File: src/rtl/regfile_write_arbiter.sv
// Two-source arbiter for the single register-file write port. Each source has a
// one-entry holding buffer; the older buffer wins and equal ages go round-robin.
module regfile_write_arbiter (
   input  logic        clock,
   input  logic        ctrl_reset,
   input  logic        a_valid,
   input  logic [4:0]  a_reg,
   input  logic [31:0] a_data,
   output logic        a_ready,
   input  logic        b_valid,
   input  logic [4:0]  b_reg,
   input  logic [31:0] b_data,
   output logic        b_ready,
   output logic        ctrl_writeEnable,
   output logic [4:0]  ctrl_writeReg,
   output logic [31:0] data_writeReg,
   output logic        busy
);

   typedef enum logic [1:0] {AGE_EQ, AGE_A_OLD, AGE_B_OLD} age_e;

   logic        bufa_v_q, bufa_v_d, bufb_v_q, bufb_v_d;
   logic [4:0]  bufa_reg_q, bufa_reg_d, bufb_reg_q, bufb_reg_d;
   logic [31:0] bufa_data_q, bufa_data_d, bufb_data_q, bufb_data_d;
   age_e        age_q, age_d;
   logic        rr_q, rr_d;          // 0 = A, 1 = B
   logic        we_q, we_d;
   logic [4:0]  wreg_q, wreg_d;
   logic [31:0] wdata_q, wdata_d;

   logic        grant_a, grant_b, acc_a, acc_b, issue;
   logic [4:0]  win_reg;
   logic [31:0] win_data;

   // Grant depends only on buffer state, so ready never sees a valid input.
   assign grant_a = bufa_v_q & (~bufb_v_q | (age_q == AGE_A_OLD) |
                                ((age_q == AGE_EQ) & ~rr_q));
   assign grant_b = bufb_v_q & ~grant_a;

   assign a_ready = ~bufa_v_q | grant_a;
   assign b_ready = ~bufb_v_q | grant_b;

   assign ctrl_writeEnable = we_q;
   assign ctrl_writeReg    = wreg_q;
   assign data_writeReg    = wdata_q;
   assign busy             = bufa_v_q | bufb_v_q | we_q;

   always_comb begin
      acc_a       = a_valid & a_ready;
      acc_b       = b_valid & b_ready;
      bufa_v_d    = acc_a | (bufa_v_q & ~grant_a);
      bufb_v_d    = acc_b | (bufb_v_q & ~grant_b);
      bufa_reg_d  = acc_a ? a_reg  : bufa_reg_q;
      bufa_data_d = acc_a ? a_data : bufa_data_q;
      bufb_reg_d  = acc_b ? b_reg  : bufb_reg_q;
      bufb_data_d = acc_b ? b_data : bufb_data_q;

      // A lone load next to a surviving buffer makes the survivor older.
      age_d = age_q;
      if (!(bufa_v_d && bufb_v_d)) age_d = AGE_EQ;
      else if (acc_a && acc_b)     age_d = AGE_EQ;
      else if (acc_a)              age_d = AGE_B_OLD;
      else if (acc_b)              age_d = AGE_A_OLD;

      rr_d = rr_q;
      if (bufa_v_q && bufb_v_q && (age_q == AGE_EQ)) rr_d = grant_a;

      win_reg  = grant_a ? bufa_reg_q  : bufb_reg_q;
      win_data = grant_a ? bufa_data_q : bufb_data_q;
      issue    = (grant_a | grant_b) & (win_reg != 5'd0);
      we_d     = issue;
      wreg_d   = issue ? win_reg  : wreg_q;
      wdata_d  = issue ? win_data : wdata_q;
   end

   always_ff @(posedge clock) begin
      if (ctrl_reset) begin
         bufa_v_q    <= 1'b0;
         bufb_v_q    <= 1'b0;
         bufa_reg_q  <= '0;
         bufa_data_q <= '0;
         bufb_reg_q  <= '0;
         bufb_data_q <= '0;
         age_q       <= AGE_EQ;
         rr_q        <= 1'b0;
         we_q        <= 1'b0;
         wreg_q      <= '0;
         wdata_q     <= '0;
      end else begin
         bufa_v_q    <= bufa_v_d;
         bufb_v_q    <= bufb_v_d;
         bufa_reg_q  <= bufa_reg_d;
         bufa_data_q <= bufa_data_d;
         bufb_reg_q  <= bufb_reg_d;
         bufb_data_q <= bufb_data_d;
         age_q       <= age_d;
         rr_q        <= rr_d;
         we_q        <= we_d;
         wreg_q      <= wreg_d;
         wdata_q     <= wdata_d;
      end
   end

endmodule

File: config.mk
export PLATFORM = sky130hd
export DESIGN_NAME = regfile_write_arbiter
export DESIGN_NICKNAME = d
export VERILOG_FILES = /design/src/rtl/regfile_write_arbiter.sv
export SDC_FILE = /design/constraint.sdc
export NUM_CORES = 1
export LEC_CHECK = 0
export BUFFER_PORTS_ARGS = -buffer_cell sky130_fd_sc_hd__buf_2
export CORE_MARGIN = 2
export CORE_UTILIZATION = 35
export DETAILED_ROUTE_END_ITERATION = 10
export PLACE_DENSITY = 0.65
export SLEW_MARGIN = 20
export SYNTH_ARGS = -nofsm -noshare
export SYNTH_HDL_FRONTEND = slang
export SYNTH_SLANG_ARGS = --single-unit
File: constraint.sdc
create_clock -name clock -period 1.95 [get_ports clock]
set_clock_uncertainty 0.2 [all_clocks]
set_input_delay 0.0975 -clock clock [delete_from_list [all_inputs] [get_ports clock]]
set_output_delay 0.0975 -clock clock [all_outputs]
set_load 0.05 [all_outputs]
==> flow_summary.toml, run 1 <==
[logic_synthesis]
synthFlopType = "dfxtp_1"
seq_area_frac_synth = 0.515
ys_warn_count = 0
synth_fp_nets = 598
synth_cell_type_count = 28
synthCells = 520
avgSynthCellArea_um2 = 8.75
synth_area_mm2 = 0.00455
synth_edf_count = 0
synth-async-reset-ratio = 0
ys_seq_elements = 117

[routing]
wirelength_mm = 12.0
vias = 4253
route.antenna.remaining_nets = 0
drc = 0
dr.pass1.iters = 4
vias_per_cell = 4.76
wl_per_cell_um = 13.4
first_iter_violations = 236

[clock_network]
postCtsSetupRepairBufs = 0
cts_buffer_depth = 2
cts_root_buf = "clkbuf_16"
insertion_delay_ps = 410
cts_buffers = 17
clk_pin_slew_ps = 50
cts_tree = "built"
cts_htree_levels = 4
cts.sinks = 117

[pwr]
vdd_drop_max_mv = 0.523
total_power_w = 0.00689
leakage_nw = 2.92
p_per_area_mw_per_mm2 = 1030

[worst_setup_path]
crit_arrival_ps = 2020
crit_type = "reg -> reg"
worstPathRequired_ps = 2050
path_buf_inv = 1
startpoint_type = "flop"
critPathTopFamily = "simple AND/OR/NAND/NOR gates"
cp_cell_sequence = "or4_1 -> nor2_4 -> o22ai_4 -> buf_12 -> a211oi_1"
critPathCaptureType = "flop"
setup.worst_path.start = "bufa_reg_q[0]"
path_max_fanout = 41
slowest_delay_ps = 600
timing.rr.start = "bufa_reg_q[0]"
worst_path_max_delay_cell = "or4_1"

[global_route]
grt_antenna_before_repair = 0
grtUsageTotal = 0.181
grt_pass1_vias = 4227
gr-total-overflow = 0
grt_max_degree = 56
grt_pass1_wl_mm = 20.2

[timing]
timing_hold_violations_final = 0
fmax_mhz = 521
finalSetupViolCount = 0
slew_violations = 0
fin_crit_ps = 1920
finalCritPeriodShare = 0.984
worst-slew-pin-transition_ps = 415
relSlewSlack = 0.723
finalSetupTns_ps = 0
final.setup.worst_slack_ps = 31.1

[place]
place.gp.congestion = 0.785
place_inst = 787
io_buffer_count = 118
pre_cts_ws_ps = -0.0880
hpwl_mm = 7.66

[cells_and_area]
fin_cells = 893
diodes = 0
nFillCells = 1138
drive_above_1_share = 0.255
nNetsFinal = 790
final_cell_mix = "nand2_1 (151), dfxtp_1 (117), buf_2 (116)"
utilization = 0.527
final_common_cell = "nand2_1"
area_delta_synth_final_pct = 46.7

[run_status]
status = "finished, final reports clean"

[floorplanning]
core_area_mm2 = 0.0127
die_w_um = 118
die_h_um = 118
design.die.area_mm2 = 0.0139
pin_count = 119
rows = 41
start_util = 0.359

[flow_run]
drv_cap = 0

[min_path]
hold_class = "reg -> reg"
hold_start = "bufa_data_q[24]"
[stage by stage]
| stage | hold WS, ps | area, um2 |
|---|---|---|
| final | 252 | 6680 |
| after global routing | 272 | 6680 |
| after CTS | 254 | 6650 |
| after detailed placement | 146 | 5320 |
| after global placement | 140 | 5320 |
| after floorplan | 27.6 | 4560 |
[worst reg2reg max path, stage by stage, from the launching register on]
cell,delay (ps)
dfxtp_1,320
or4_1,600
nor2_4,150
o22ai_4,100
buf_12,190
a211oi_1,260
[final timing paths]
kind / endpoint / slack, ps / depth (start not counted)
worst max register to register: data_writeReg[13] / 30 / 5
worst min register to register: bufa_data_q[24] / 250 / 2
worst max-delay path: data_writeReg[13] / 30 / 5
worst min-delay path: bufa_data_q[24] / 250 / 2
[layer usage]
layer	vias up	track usage	share of wire
met5	-	0	0
met4	0	0.0715	0.018
li1	2135	-	-
met3	17	0.0547	0.056
met1	1976	0.215	0.44
met2	125	0.306	0.48
[power breakdown]
part | switching, W | internal, W | total, W
Combinational | 0.000830 | 0.000494 | 0.00132
Clock | 0.000987 | 0.00188 | 0.00287
Sequential | 0.000105 | 0.00259 | 0.00269
[registers in the layout (all words and copies together) (netlist names), 2 cells and up]
| name | cells |
|---|---|
| bufa_reg_q | 5 |
| data_writeReg | 32 |
| ctrl_writeReg | 5 |
| bufa_data_q | 32 |
| bufb_reg_q | 5 |
| age_q | 2 |
| bufb_data_q | 32 |
[cell families (layout without fill, tap and decap cells)]
| group | Yosys count | count (layout) | share of synthesized area |
|---|---|---|---|
| DFF | 117 | 117 | 0.515 |
| muxes | 37 | 37 | 0.0817 |
| AOI/OAI and AO/OA | 118 | 118 | 0.167 |
| and+or+nand+nor | 207 | 207 | 0.181 |
| xor gates and xnor gates | 1 | 1 | 0.00193 |
| buffers and inverters | 40 | 241 | 0.0536 |
[cell type report]
class / instances / area, um2 / share of cell area
clock buffer: 24 / 502 / 0.0751
clock inverter: 4 / 47.5 / 0.00712
inverter: 1 / 3.75 / 0.000562
multi-input combinational: 363 / 2010 / 0.301
sequential: 117 / 2340 / 0.351
tap: 172 / 215 / 0.0322
timing repair buffer: 212 / 1560 / 0.233
[Yosys cell counts (6+ instances only)]
cell / number / area, um2
clkbuf_1: 16 / 60.1
buf_6: 8 / 90.1
buf_2: 9 / 45.0
a211oi_2: 10 / 125
mux2i_1: 36 / 360
nor2_1: 38 / 143
a21oi_1: 76 / 380
nand2_1: 151 / 567
a211oi_1: 26 / 195
buf_4: 6 / 45.0
nor2b_1: 6 / 37.5
dfxtp_1: 117 / 2340
[timing repair]
item	CTS	global route
setup endpoints to repair	0	74
hold buffers	78	0
resized for setup	0	9
endpoints found under the hold margin	87	0
Power figures use the tool's default switching activity.
==> run 2, diff against run 1 <==
==> constraint.sdc (replaced) <==
create_clock -name clock -period 1.95 [get_ports clock]
set_clock_uncertainty 0.2 [all_clocks]
set_input_delay 0.2925 -clock clock [delete_from_list [all_inputs] [get_ports clock]]
set_output_delay 0.2925 -clock clock [all_outputs]
set_load 0.05 [all_outputs]
==> flow_summary.toml, run 2 (same netlist as run 1, synthesis figures left out) <==
[run_status]
status = "finished, final reports clean"

[timing]
relSlewSlack = 0.720
final.setup.worst_slack_ps = 33.0
fmax_mhz = 522
finalSetupTns_ps = 0
fin_crit_ps = 1920
slew_violations = 0
finalCritPeriodShare = 0.983
worst-slew-pin-transition_ps = 419
finalSetupViolCount = 0
timing_hold_violations_final = 0

[floorplanning]
start_util = 0.359
pin_count = 119
rows = 41
core_area_mm2 = 0.0127
die_w_um = 118
die_h_um = 118
design.die.area_mm2 = 0.0139

[cells_and_area]
final_cell_mix = "nand2_1 (150), buf_2 (116), dfxtp_1 (113)"
nFillCells = 1143
diodes = 0
area_delta_synth_final_pct = 47.3
nNetsFinal = 788
stdcell_area_mm2 = 0.00670
final_common_cell = "nand2_1"
drive_above_1_share = 0.262

[worst_setup_path]
crit_type = "reg -> out"
critPathCaptureType = "primary output"
startpoint_type = "flop"
worstPathRequired_ps = 1460
cp_cell_sequence = "nor2b_2 -> or3_4 -> buf_8"
worst_path_max_delay_cell = "or3_4"
path_max_fanout = 3
critPathTopFamily = "simple AND/OR/NAND/NOR gates"
slowest_delay_ps = 350
path_buf_inv = 1
crit_arrival_ps = 1420

[pwr]
leakage_nw = 2.92
p_per_area_mw_per_mm2 = 1030
vdd_drop_max_mv = 0.494

[global_route]
grt_pass1_vias = 4144
grt_antenna_before_repair = 0
grtUsageTotal = 0.182
grt_pass1_wl_mm = 20.2
gr-total-overflow = 0
grt_max_degree = 65

[clock_network]
cts_buffer_depth = 2
clk_pin_slew_ps = 50
cts.sinks = 117
insertion_delay_ps = 410
cts_root_buf = "clkbuf_16"
cts_tree = "built"
cts_htree_levels = 4
cts_buffers = 17

[routing]
wirelength_mm = 12.4
dr.pass1.iters = 4
drc = 0
wl_per_cell_um = 13.9
vias = 4240
route.antenna.remaining_nets = 0
first_iter_violations = 251
vias_per_cell = 4.75

[place]
io_buffer_count = 118
hpwl_mm = 7.71
pre_cts_ws_ps = 27.0
place.gp.congestion = 0.789
placed_area_mm2 = 0.00534

[flow_run]
drv_cap = 0

[min_path]
hold_class = "in -> reg"
==> run 2: final cells by class <==
| cell class | instances | area [um2] | share of cell area |
|---|---|---|---|
| Clock buffer | 26 | 489 | 0.0730 |
| Clock inverter | 4 | 47.5 | 0.00709 |
| Inverter | 1 | 3.75 | 0.000560 |
| Multi-Input combinational cell | 363 | 2020 | 0.302 |
| Sequential cell | 117 | 2350 | 0.351 |
| Tap cell | 172 | 215 | 0.0321 |
| Timing Repair Buffer | 210 | 1570 | 0.235 |
==> run 2: repair_timing <==
action | CTS | global route
pin swaps | 1 | 0
hold buffers | 76 | 0
endpoints found under the setup margin | 1 | 90
resized for setup | 6 | 13
endpoints found under the hold margin | 77 | 0
setup buffers | 1 | 0
==> run 2: layer usage <==
layer	wire length (um)	track usage	vias to the layer above
met5	0	0	-
met4	214	0.0723	0
met3	632	0.0606	17
met2	6020	0.305	123
met1	5540	0.214	1972
li1	-	-	2128
==> run 2: path summary, 6_finish.rpt <==
| path | slack (ps) | start | to | cells past startpoint |
|---|---|---|---|---|
| hold reg to reg | 250 | bufa_data_q[8] | bufa_data_q[8] | 2 |
| setup / recovery | 30 | rr_q | b_ready | 3 |
| setup reg to reg | 50 | rr_q | bufb_data_q[4] | 7 |
| hold / removal | 10 | ctrl_reset | bufa_data_q[24] | 2 |
==> run 2: worst reg2reg max path: stages (launching register included) <==
cell,delay [ps]
dfxtp_2,330
nor2b_2,180
or3_4,350
buf_4,160
and2_2,220
buf_4,180
nand2_1,90
a21oi_1,70
==> run 2: metrics by stage <==
step	cells	utilization	hold WS, ps	total power [W]
2_1_floorplan	520	-	223	0.00361
3_3_place_gp	786	0.421	242	0.00393
3_5_place_dp	786	0.421	246	0.00395
4_1_cts	893	0.526	2.68	0.00691
5_1_grt	893	0.529	13.4	0.00715
6_report	893	0.529	15.0	0.00687
==> run 2: report_power, final <==
group,leakage [nW],switching [W],internal [W]
registers,0.966,0.000107,0.00259
logic,1.69,0.000837,0.000508
clock network,0.260,0.00100,0.00183
total,2.92,0.00194,0.00493
==> run 3, diff against run 2 <==
--- a/config.mk
+++ b/config.mk
@@ -6,8 +6,10 @@
 export NUM_CORES = 1
 export LEC_CHECK = 0
 export BUFFER_PORTS_ARGS = -buffer_cell sky130_fd_sc_hd__buf_2
+export CORE_ASPECT_RATIO = 0.5
 export CORE_MARGIN = 2
 export CORE_UTILIZATION = 35
+export CTS_CLUSTER_DIAMETER = 120
 export DETAILED_ROUTE_END_ITERATION = 10
 export PLACE_DENSITY = 0.65
 export SLEW_MARGIN = 20
==> flow_summary.toml, run 3 (same netlist as run 1, synthesis figures left out) <==
[pwr]
leakage_nw = 3.00
p_per_area_mw_per_mm2 = 1090
vdd_drop_max_mv = 0.536
total_power_w = 0.00746
power.internal_w = 0.00549
switching_share = 0.264
p_clk_frac = 0.458
p_sw_w = 0.00197
power_frac_seq = 0.361
p_comb_frac = 0.181

[clock_network]
cts_buffers = 17
cts_root_buf = "clkbuf_16"
cts_buffer_depth = 2
cts_tree = "built"
insertion_delay_ps = 390
clk_pin_slew_ps = 50
cts_htree_levels = 4
cts.sinks = 117

[worst_setup_path]
worstPathRequired_ps = 1460
critPathTopFamily = "simple AND/OR/NAND/NOR gates"
critPathCaptureType = "primary output"
crit_type = "reg -> out"
crit_arrival_ps = 1420
path_buf_inv = 2
cp_cell_sequence = "buf_4 -> or3_4 -> buf_8"
slowest_delay_ps = 410
startpoint_type = "flop"
worst_path_max_delay_cell = "or3_4"
path_max_fanout = 3

[floorplanning]
die_w_um = 165
design.die.area_mm2 = 0.0140
start_util = 0.359
core_area_mm2 = 0.0127
die_h_um = 84.6
pin_count = 119
rows = 29

[timing]
finalCritPeriodShare = 0.982
timing_hold_violations_final = 0
finalSetupViolCount = 0
whs_ps = 102
fin_crit_ps = 1920
slew_violations = 0
fmax_mhz = 522
relSlewSlack = 0.736
finalSetupTns_ps = 0
worst-slew-pin-transition_ps = 396

[flow_run]
drv_cap = 0

[global_route]
grtUsageTotal = 0.181
top_usage_layer = "met2"
grt_pass1_wl_mm = 19.9
grt_max_degree = 42
grt.met2_usage = 0.308
grt_antenna_before_repair = 0
gr-total-overflow = 0
use_met3 = 0.0385
grtUsageMet1 = 0.224
grt_pass1_vias = 4214

[run_status]
status = "finished, final reports clean"

[routing]
first_iter_violations = 171
drc = 0
route.antenna.remaining_nets = 0
wirelength_mm = 12.5
dr.pass1.iters = 4
vias_per_cell = 4.71
wl_per_cell_um = 14.0
vias = 4214

[cells_and_area]
area_delta_synth_final_pct = 50.8
utilization = 0.542
ff_latch_area_mm2 = 0.00235
nFillCells = 1154
nNetsFinal = 791
drive_above_1_share = 0.268
final_common_cell = "nand2_1"
multiInputGateArea_mm2 = 0.00201
final_cell_mix = "nand2_1 (151), buf_2 (116), dfxtp_1 (113)"
diodes = 0

[place]
place.gp.congestion = 0.797
hpwl_mm = 7.44
io_buffer_count = 118

[min_path]
hold_class = "in -> reg"
-- run 3: changes by cell type in the layout (fill, tap and decap cells not counted), sizes merged --
cell and change:
bufinv +4, buf +1, clkbuf -1, clkinv -1
clkinvlp +1
-- run 3: final timing paths --
kind | endpoint | slack [ps] | startpoint | cells past startpoint
hold reg to reg | bufa_data_q[24] | 250 | bufa_data_q[24] | 2
setup / recovery | b_ready | 30 | age_q[1] | 3
setup reg to reg | data_writeReg[4] | 80 | bufa_reg_q[0] | 6
hold / removal | rr_q | 100 | ctrl_reset | 2
-- run 3: area by class of cell --
cell class | instances | share of cell area
Tap cell | 170 | 0.0310
Clock inverter | 8 | 0.0248
Inverter | 1 | 0.000547
Sequential cell | 117 | 0.342
Clock buffer | 23 | 0.0711
Timing Repair Buffer | 213 | 0.238
Multi-Input combinational cell | 363 | 0.293
-- run 3: power groups by stage --
stage / registers (W) / logic, W / clock network (W)
final: 0.00269 / 0.00135 / 0.00342
after global placement: 0.00273 / 0.00118 / 0
after global routing: 0.00271 / 0.00146 / 0.00359
after detailed placement: 0.00274 / 0.00119 / 0
after CTS: 0.00269 / 0.00132 / 0.00347
after floorplan: 0.00306 / 0.000552 / 0
-- run 3: routing by layer --
metal / up-vias / wire, um
met4: 0 / 174
met5: - / 0
li1: 2143 / -
met2: 100 / 6090
met3: 18 / 591
met1: 1953 / 5670
-- run 3: worst register-to-register path, stage by stage, from the launching register on --
cell,delay [ps]
dfxtp_1,310
or4_1,530
nor2_2,160
o22ai_4,100
buf_6,200
nor2_1,170
a211oi_2,60
-- run 3: metrics by stage --
| step | cells | setup slack, ps | instance area, um2 |
|---|---|---|---|
| global route | 895 | -3.59 | 6860 |
| floorplan | 520 | -4.93 | 4560 |
| CTS | 893 | 22.3 | 6800 |
| global placement | 785 | 75.1 | 5340 |
| detailed placement | 785 | -2.03 | 5340 |
| finish | 895 | 34.7 | 6860 |
-- run 3: what timing repair did --
action | 4_1_cts | 5_1_grt
endpoints found under the setup margin | 4 | 44
gates resized for setup | 8 | 8
pin swaps | 1 | 1
buffers inserted | 1 | 0
gates cloned | 0 | 2
hold buffers | 76 | 0
endpoints found under the hold margin | 76 | 0
